[src/rtl/adc_frontend_nch.sv]
// Multi-channel ADC front end: code conversion, offset subtraction with saturation,
// and power-of-two block averaging with a shared decimation window.
module adc_frontend_nch_lane #(
    parameter int BITS = 14,
    parameter int AW   = 18
) (
    input  logic            clk,
    input  logic            rst,
    input  logic [BITS-1:0] i_adc,
    input  logic            i_inv,
    input  logic [BITS-1:0] i_off,
    input  logic            i_clr,
    input  logic            i_s1_vld,
    input  logic            i_s2_vld,
    input  logic            i_last,
    input  logic [2:0]      i_shift,
    output logic [BITS-1:0] o_avg,
    output logic            o_ovf
);
    logic [BITS-1:0]        r_s1, r_s2, r_avg;
    logic                   r_ovf;
    logic signed [AW-1:0]   r_acc;
    logic [BITS:0]          w_diff;
    logic                   w_sat;
    logic [BITS-1:0]        w_s2;
    logic signed [AW-1:0]   w_sum;

    assign w_diff = {r_s1[BITS-1], r_s1} - {i_off[BITS-1], i_off};
    assign w_sat  = w_diff[BITS] ^ w_diff[BITS-1];
    assign w_s2   = !w_sat        ? w_diff[BITS-1:0] :
                    w_diff[BITS]  ? {1'b1, {(BITS-1){1'b0}}} :
                                    {1'b0, {(BITS-1){1'b1}}};
    assign w_sum  = r_acc + AW'($signed(r_s2));

    always_ff @(posedge clk or negedge rst) begin
        if (!rst) begin
            r_s1  <= '0;
            r_s2  <= '0;
            r_ovf <= 1'b0;
            r_acc <= '0;
            r_avg <= '0;
        end else begin
            // Offset binary to two's complement; inverted front end flips the magnitude bits
            r_s1 <= i_inv ? {i_adc[BITS-1], ~i_adc[BITS-2:0]}
                          : {~i_adc[BITS-1], i_adc[BITS-2:0]};
            r_s2 <= w_s2;
            if (w_sat && i_s1_vld) r_ovf <= 1'b1;
            else if (i_clr)        r_ovf <= 1'b0;
            if (i_s2_vld) begin
                if (i_last) begin
                    r_acc <= '0;
                    r_avg <= BITS'(w_sum >>> i_shift);
                end else begin
                    r_acc <= w_sum;
                end
            end
        end
    end

    assign o_avg = r_avg;
    assign o_ovf = r_ovf;
endmodule

module adc_frontend_nch #(
    parameter int BITS         = 14,
    parameter int CH           = 2,
    parameter int MAX_DEC_LOG2 = 4
) (
    input  logic               clk,
    input  logic               rst,
    input  logic [CH*BITS-1:0] adc_i,
    input  logic [CH-1:0]      invert_en,
    input  logic [CH*BITS-1:0] offset_i,
    input  logic [2:0]         dec_log2,
    input  logic               clr_ovf,
    output logic [CH*BITS-1:0] adc_o,
    output logic               valid_o,
    output logic [CH-1:0]      ovf_o
);
    localparam int AW = BITS + MAX_DEC_LOG2;
    localparam int CW = (MAX_DEC_LOG2 > 0) ? MAX_DEC_LOG2 : 1;

    logic [1:0]    r_vld;
    logic [CW-1:0] r_cnt;
    logic [2:0]    r_dec;
    logic          r_valid;
    logic [2:0]    w_dec_in, w_shift;
    logic [CW:0]   w_n;
    logic          w_last;

    assign w_dec_in = (dec_log2 > 3'(MAX_DEC_LOG2)) ? 3'(MAX_DEC_LOG2) : dec_log2;
    // At window start the fresh dec_log2 applies immediately so N=1 works on the first sample
    assign w_shift  = (r_cnt == '0) ? w_dec_in : r_dec;
    assign w_n      = {{CW{1'b0}}, 1'b1} << w_shift;
    assign w_last   = ({1'b0, r_cnt} == (w_n - 1'b1));

    always_ff @(posedge clk or negedge rst) begin
        if (!rst) begin
            r_vld   <= '0;
            r_cnt   <= '0;
            r_dec   <= '0;
            r_valid <= 1'b0;
        end else begin
            r_vld <= {r_vld[0], 1'b1};
            if (r_vld[1]) begin
                if (r_cnt == '0) r_dec <= w_dec_in;
                r_cnt   <= w_last ? '0 : r_cnt + 1'b1;
                r_valid <= w_last;
            end else begin
                r_valid <= 1'b0;
            end
        end
    end

    assign valid_o = r_valid;

    for (genvar g = 0; g < CH; g++) begin : g_lane
        adc_frontend_nch_lane #(.BITS(BITS), .AW(AW)) u_lane (
            .clk      (clk),
            .rst      (rst),
            .i_adc    (adc_i[g*BITS +: BITS]),
            .i_inv    (invert_en[g]),
            .i_off    (offset_i[g*BITS +: BITS]),
            .i_clr    (clr_ovf),
            .i_s1_vld (r_vld[0]),
            .i_s2_vld (r_vld[1]),
            .i_last   (w_last),
            .i_shift  (w_shift),
            .o_avg    (adc_o[g*BITS +: BITS]),
            .o_ovf    (ovf_o[g])
        );
    end
endmodule

[config.mk]
export PLATFORM = sky130hd
export DESIGN_NAME = adc_frontend_nch
export DESIGN_NICKNAME = d
export VERILOG_FILES = /design/src/rtl/adc_frontend_nch.sv
export SDC_FILE = /design/constraint.sdc
export NUM_CORES = 1
export LEC_CHECK = 0
export CORE_MARGIN = 4
export CORE_UTILIZATION = 63
export CTS_CLUSTER_DIAMETER = 80
export DETAILED_ROUTE_END_ITERATION = 8
export MAX_ROUTING_LAYER = met4
export PLACE_DENSITY = 0.87
export SLEW_MARGIN = 5
export SYNTH_ARGS = -nofsm -noshare
export SYNTH_HDL_FRONTEND = slang
export SYNTH_SLANG_ARGS = --single-unit
[constraint.sdc]
create_clock -name clk -period 10.7 [get_ports clk]
set_clock_uncertainty 0.2 [all_clocks]
set_input_delay 2.14 -clock clk [delete_from_list [all_inputs] [get_ports clk]]
set_output_delay 2.14 -clock clk [all_outputs]
set_load 0.01 [all_outputs]
==> metrics.yaml, run 1 <==
global_route:
  grt_use_total: 0.290
  overflow: 0
  grt_pass1_vias: 7939
  antenna_found_initial: 0
  grt_max_degree: 74
  grt_pass1_wl_um: 38300
power_and_ir_drop:
  power_w: 0.00426
  p_clk_frac: 0.146
  irDropWorstVdd_v: 0.000170
  p_sw_frac: 0.484
  comb_power_share: 0.663
  p_switching_w: 0.00206
  p_per_area_mw_per_mm2: 386
  intPower_w: 0.00220
  leakage_nw: 4.86
  pwr-share-seq: 0.191
synth:
  ys_types: 86
  synth_nets: 1176
  synth_edf_count: 0
  synthCells: 1043
  yosys-top-cells-count: "dfrtp_1, nand2_1, a21oi_1, nor2_1, ha_1"
  synth-seq-area-share: 0.350
  synth_top_area_share: 0.350
  avgSynthCellArea_um2: 9.05
  synth_area_mm2: 0.00944
  ys.flop_type: "dfrtp_1"
  ys_top_cells_by_area: "dfrtp_1, ha_1, nand2_1"
  yosysWarnings: 0
  synth-seq-cells: 132
  yosys.area.top_type: "dfrtp_1"
  async_flop_share: 1.00
  yosysMostFrequentCell: "dfrtp_1"
drt:
  first_pass_iters: 7
  postRouteWirelength_um: 23100
  drt-wirelength-per-cell_um: 17.6
  drt_iter0_drc: 814
  drc: 0
  vias: 8306
  vias_per_cell: 6.35
  drtAntennaViolNets: 0
clock_tree:
  clk_pin_slew_ps: 60
  cts_setup_buffers: 0
  cts.path.max_buffers: 2
  cts.htree.levels: 4
  post_cts_resized: 0
  numCtsBuffers: 17
  clockRootBuffer: "clkbuf_16"
  clkLatencyLatePin_ps: 430
  clock_sinks: 132
  cts_tree: "yes"
  hold_buffers: 0
floorplan:
  dieHeight_um: 130
  core_area_mm2: 0.0146
  rows: 44
  die_w_um: 130
  start_util: 0.647
  design.portCount: 95
  dieArea_mm2: 0.0170
worst_setup_path:
  crit_top_cell: "nor2_1"
  r2r_slack_ps: 5350
  worst_setup_path_start_kind: "input port"
  crit_chain: "clkdlybuf4s50_1 > and2b_1 > mux2_4 > nor2_1 > nand2_1 > ha_1 > xnor2_1 > a21oi_1 > nand3_1 > o32ai_2 > nand3_2 > nor2_1 > and3_1 > a211oi_1"
  critical_path_class: "input port to register"
  r2r-start: "r_cnt[0]"
  critPathMaxStageDelay_ps: 700
  crit_required_ps: 10780
  cp_max_fo: 30
  crit_start: "dec_log2[2]"
  slowest_stage: "nor2_1"
  crit_end: "g_lane[1].u_lane.o_avg[11]"
  arrival_ps: 6790
  critPathCaptureType: "register"
  r2r_cells: 16
  regToRegEndpoint: "g_lane[1].u_lane.o_avg[11]"
min_path:
  hp-class: "register to register"
  min-delay-start: "r_vld[0]"
final_layout:
  diodes: 0
  final_util: 0.758
  stdcell_area_mm2: 0.0111
  fin_nets: 1245
  drive_gt1_frac: 0.0596
  syn_to_final_growth_pct: 17.1
  num-fill-cells: 999
placed_design:
  gp_congestion: 0.985
  place_hpwl_um: 16500
  io_buffers: 94
  placed_cell_area_mm2: 0.0104
sta:
  fin_tns_setup_ps: 0
  hold_viol: 0
  slew_violations: 0
  rsz0062_at_grt: "false"
  tightestPinTransition_ps: 904
  finalSetupViolCount: 0
  slew_headroom: 0.397
  period_share: 0.627
  min_period_ps: 6710
  timing.fmax_mhz: 149
status:
  status: "finished, final reports clean"
run:
  maxCapViolCount: 0
## worst max-delay path: cells and delay by family
| family | cells | cell delay, ps |
|---|---|---|
| AOI/OAI and AO/OA | 3 | 560 |
| xor gates and xnor gates | 1 | 140 |
| adders and majority gates | 1 | 340 |
| buffers and inverters | 1 | 620 |
| muxes | 1 | 400 |
| and+or+nand+nor | 7 | 2550 |
## state kept, by name, indices dropped and copies added, names as in the netlist
register and count:
r_cnt 4, g_lane.u_lane.r_s1 28, valid_o 1, g_lane.u_lane.r_s2 28, g_lane.u_lane.o_avg 28, g_lane.u_lane.o_ovf 2, r_dec 3, g_lane.u_lane.r_acc 36
r_vld 2
## worst min path at each step
| stage | to | slack [ps] | cells after the start |
|---|---|---|---|
| 6_report | r_vld[1] | 210 | 0 |
| 3_5_place_dp | r_vld[1] | 200 | 0 |
| 4_1_cts | r_vld[1] | 210 | 0 |
| 2_1_floorplan | r_vld[1] | 180 | 0 |
| 5_1_grt | r_vld[1] | 220 | 0 |
| 3_3_place_gp | r_vld[1] | 190 | 0 |
## power groups by stage
| stage | clock [W] | combinational, W | sequential [W] |
|---|---|---|---|
| finish | 0.000623 | 0.00283 | 0.000813 |
| global placement | 0 | 0.00265 | 0.000811 |
| global route | 0.000651 | 0.00307 | 0.000833 |
| detailed placement | 0 | 0.00271 | 0.000814 |
| floorplan | 0 | 0.00203 | 0.000796 |
| CTS | 0.000629 | 0.00275 | 0.000812 |
## cells by family (layout without fill, tap and decap cells)
family,after synthesis,count (layout),share of synthesized area
adder cells (fa/ha/maj),71,71,0.0968
AO/OA/AOI/OAI,325,325,0.239
buffers and inverters,107,189,0.0481
other,1,1,0.000397
AND/OR/NAND/NOR,293,293,0.150
flip-flops,132,132,0.350
XOR/XNOR,80,80,0.0743
multiplexers,34,34,0.0419
## routing by layer
layer / part of all wire / track usage
met1: 0.43 / 0.378
met2: 0.47 / 0.451
met3: 0.079 / 0.0557
met4: 0.028 / 0.116
met5: 0 / -
## per-stage QoR
step	setup WS (ps)	hold WS (ps)	instances
detailed placement	3740	200	1277
CTS	4130	210	1309
finish	3990	214	1309
floorplan	5390	175	1043
global placement	3900	193	1277
global route	3720	218	1309
## layout make-up
class	count	area, um2	share of cell area
clock buffer	20	457	0.0413
inverter	56	210	0.0190
tap	184	230	0.0208
multi-input combinational	804	5680	0.514
sequential	132	3300	0.299
clock inverter	12	179	0.0162
timing repair buffer	101	991	0.0897
## cell usage in the layout (no fill, tap or decap), types with 16 or more instances in the layout
cell type and count:
nor3_1 16, nand3_1 24, o2bb2ai_1 25, ha_1 65, inv_1 56, nand2b_1 18, xnor2_1 38, clkdlybuf4s50_1 93
o21ai_0 57, a21o_1 17, a21oi_1 73, nor2_1 70, nand2_1 102, dfrtp_1 132, clkbuf_16 17, mux2i_1 18
xor2_1 42
Note: power is estimated with default switching activity, not from simulation.
==> run 2, diff against run 1 <==
Settings changed: CORE_UTILIZATION 63 to 58, PLACE_DENSITY 0.87 to 0.81.
Clock period 10.7 ns to 6.8 ns, I/O delays scaled along.
==> run 2 against run 1 <==
Effect of this change: design area is 0.29% higher; register-to-register slack got worse by 3800 ps; combinational power increased by 55%; clock-buffer cell count is 1 higher; hold slack worse by 3.3 ps; sequential power is 57% higher; worst setup slack got worse by 2500 ps; largest power group unchanged; total power rose by 56%; clock power grew 55%; utilization shrank 6.0 points; first-iteration DRC count is 37% lower; highest routed layer unchanged; critical path depth grew 1; largest cell class unchanged; critical path type unchanged.
==> metrics.yaml, run 2 (synthesis gave the netlist of run 1 again) <==
final_layout:
  drive_gt1_frac: 0.0604
  final_common_cell: "dfrtp_1"
  fin_nets: 1246
  largest_reg_flops: 36
  final_cells: 1342
  syn_to_final_growth_pct: 17.5
  final_cell_mix: "dfrtp_1, nand2_1, clkdlybuf4s50_1"
  regMostFlops: "g_lane.u_lane.r_acc"
  diodes: 0
global_route:
  antenna_found_initial: 0
  grt_pass1_wl_um: 37300
  grt_use_total: 0.261
  grt_pass1_vias: 7685
  overflow: 0
  grt_max_degree: 84
floorplan:
  dieArea_mm2: 0.0184
  start_util: 0.594
  design.portCount: 95
  core_area_mm2: 0.0159
  rows: 46
  die_w_um: 136
  dieHeight_um: 136
worst_setup_path:
  critical_path_class: "input port to register"
  r2r_slack_ps: 1590
  crit_chain: "clkdlybuf4s50_1 > and2b_1 > mux2_4 > nor2_1 > buf_4 > nand2_1 > ha_1 > xnor2_1 > a21oi_1 > nand3_1 > o32ai_2 > and2_1 > nand3_1 > o31a_1 > o21ai_0"
  crit_top_cell: "nand3_1"
  arrival_ps: 5480
  crit_start: "dec_log2[2]"
  worst_setup_path_start_kind: "input port"
  crit_required_ps: 6940
  critPathCaptureType: "register"
  worst-path-buf-inv: 2
  cp_max_fo: 27
  slowest_stage: "clkdlybuf4s50_1"
  critPathMaxStageDelay_ps: 600
  cp_top_family: "simple AND/OR/NAND/NOR gates"
  r2r-start: "r_cnt[0]"
sta:
  whs_ps: 211
  tightestPinTransition_ps: 1050
  min_period_ps: 5340
  rsz0062_at_grt: "false"
  fin_tns_setup_ps: 0
  slew_violations: 0
  slew_headroom: 0.297
  hold_viol: 0
  period_share: 0.785
  finalSetupViolCount: 0
  timing.fmax_mhz: 187
placed_design:
  placed_cells: 1310
  gp_congestion: 0.952
  place_hpwl_um: 16400
  io_buffers: 94
status:
  status: "finished, final reports clean"
drt:
  drt_iter0_drc: 512
  drt-wirelength-per-cell_um: 16.7
  vias_per_cell: 6.00
  vias: 8051
  postRouteWirelength_um: 22400
  first_pass_iters: 5
  drtAntennaViolNets: 0
  drc: 0
power_and_ir_drop:
  power_w: 0.00663
  irDropWorstVdd_v: 0.000315
  leakage_nw: 4.86
  p_per_area_mw_per_mm2: 598
clock_tree:
  clkLatencyLatePin_ps: 430
  clockRootBuffer: "clkbuf_16"
  numCtsBuffers: 17
  cts.htree.levels: 4
  cts_tree: "yes"
  cts.path.max_buffers: 2
  clk_pin_slew_ps: 60
  post_cts_resized: 0
  clock_sinks: 132
  cts_setup_buffers: 0
  hold_buffers: 0
run:
  maxCapViolCount: 0
min_path:
  min-delay-start: "r_vld[0]"
  hp-class: "register to register"
## run 2: cell count changes in the layout (fill, tap and decap cells not counted)
cell and delta:
inv_6 +1, buf_4 +1, clkbuf_8 +1, clkinvlp_4 -1, bufinv_16 -1
## run 2: report_power, final
group          internal (W)  switching [W]  total [W]  leakage [nW]
Combinational       0.00175        0.00264    0.00439          2.97
Sequential          0.00108       0.000202    0.00128          1.59
Clock              0.000607       0.000357   0.000964         0.300
Total               0.00344        0.00319    0.00663          4.86
## run 2: worst paths after layout
| check | endpoint | cells past startpoint |
|---|---|---|
| max reg2reg | g_lane[0].u_lane.o_avg[11] | 16 |
| max in group asynchronous | g_lane[1].u_lane.r_s1[5] | 2 |
| min reg2reg | r_vld[1] | 0 |
| min | r_vld[1] | 0 |
| max | g_lane[0].u_lane.o_avg[11] | 15 |
| min in group asynchronous | g_lane[1].u_lane.r_s2[13] | 1 |
## run 2: layout make-up
type	count	area, um2
Tap cell	216	270
Timing Repair Buffer	102	998
Multi-Input combinational cell	804	5680
Clock buffer	21	470
Fill cell	1283	4800
Clock inverter	11	150
Sequential cell	132	3300
Inverter	56	210
## run 2: metrics by stage
| step | area [um2] | utilization | worst slack [ps] |
|---|---|---|---|
| final | 11100 | 0.698 | 1460 |
| after global routing | 11100 | 0.698 | 1240 |
| after CTS | 11100 | 0.698 | 1590 |
| after detailed placement | 10500 | 0.659 | 1160 |
| after global placement | 10500 | 0.659 | 1290 |
| after floorplan | 9440 | - | 2270 |
## run 2: per-layer routing
metal	GRT usage	share of wire	wire length [um]	vias up
met1	0.333	0.44	9960	3746
met5	-	0	0	-
li1	-	-	-	3944
met2	0.412	0.46	10400	308
met3	0.0449	0.063	1410	53
met4	0.113	0.031	697	0
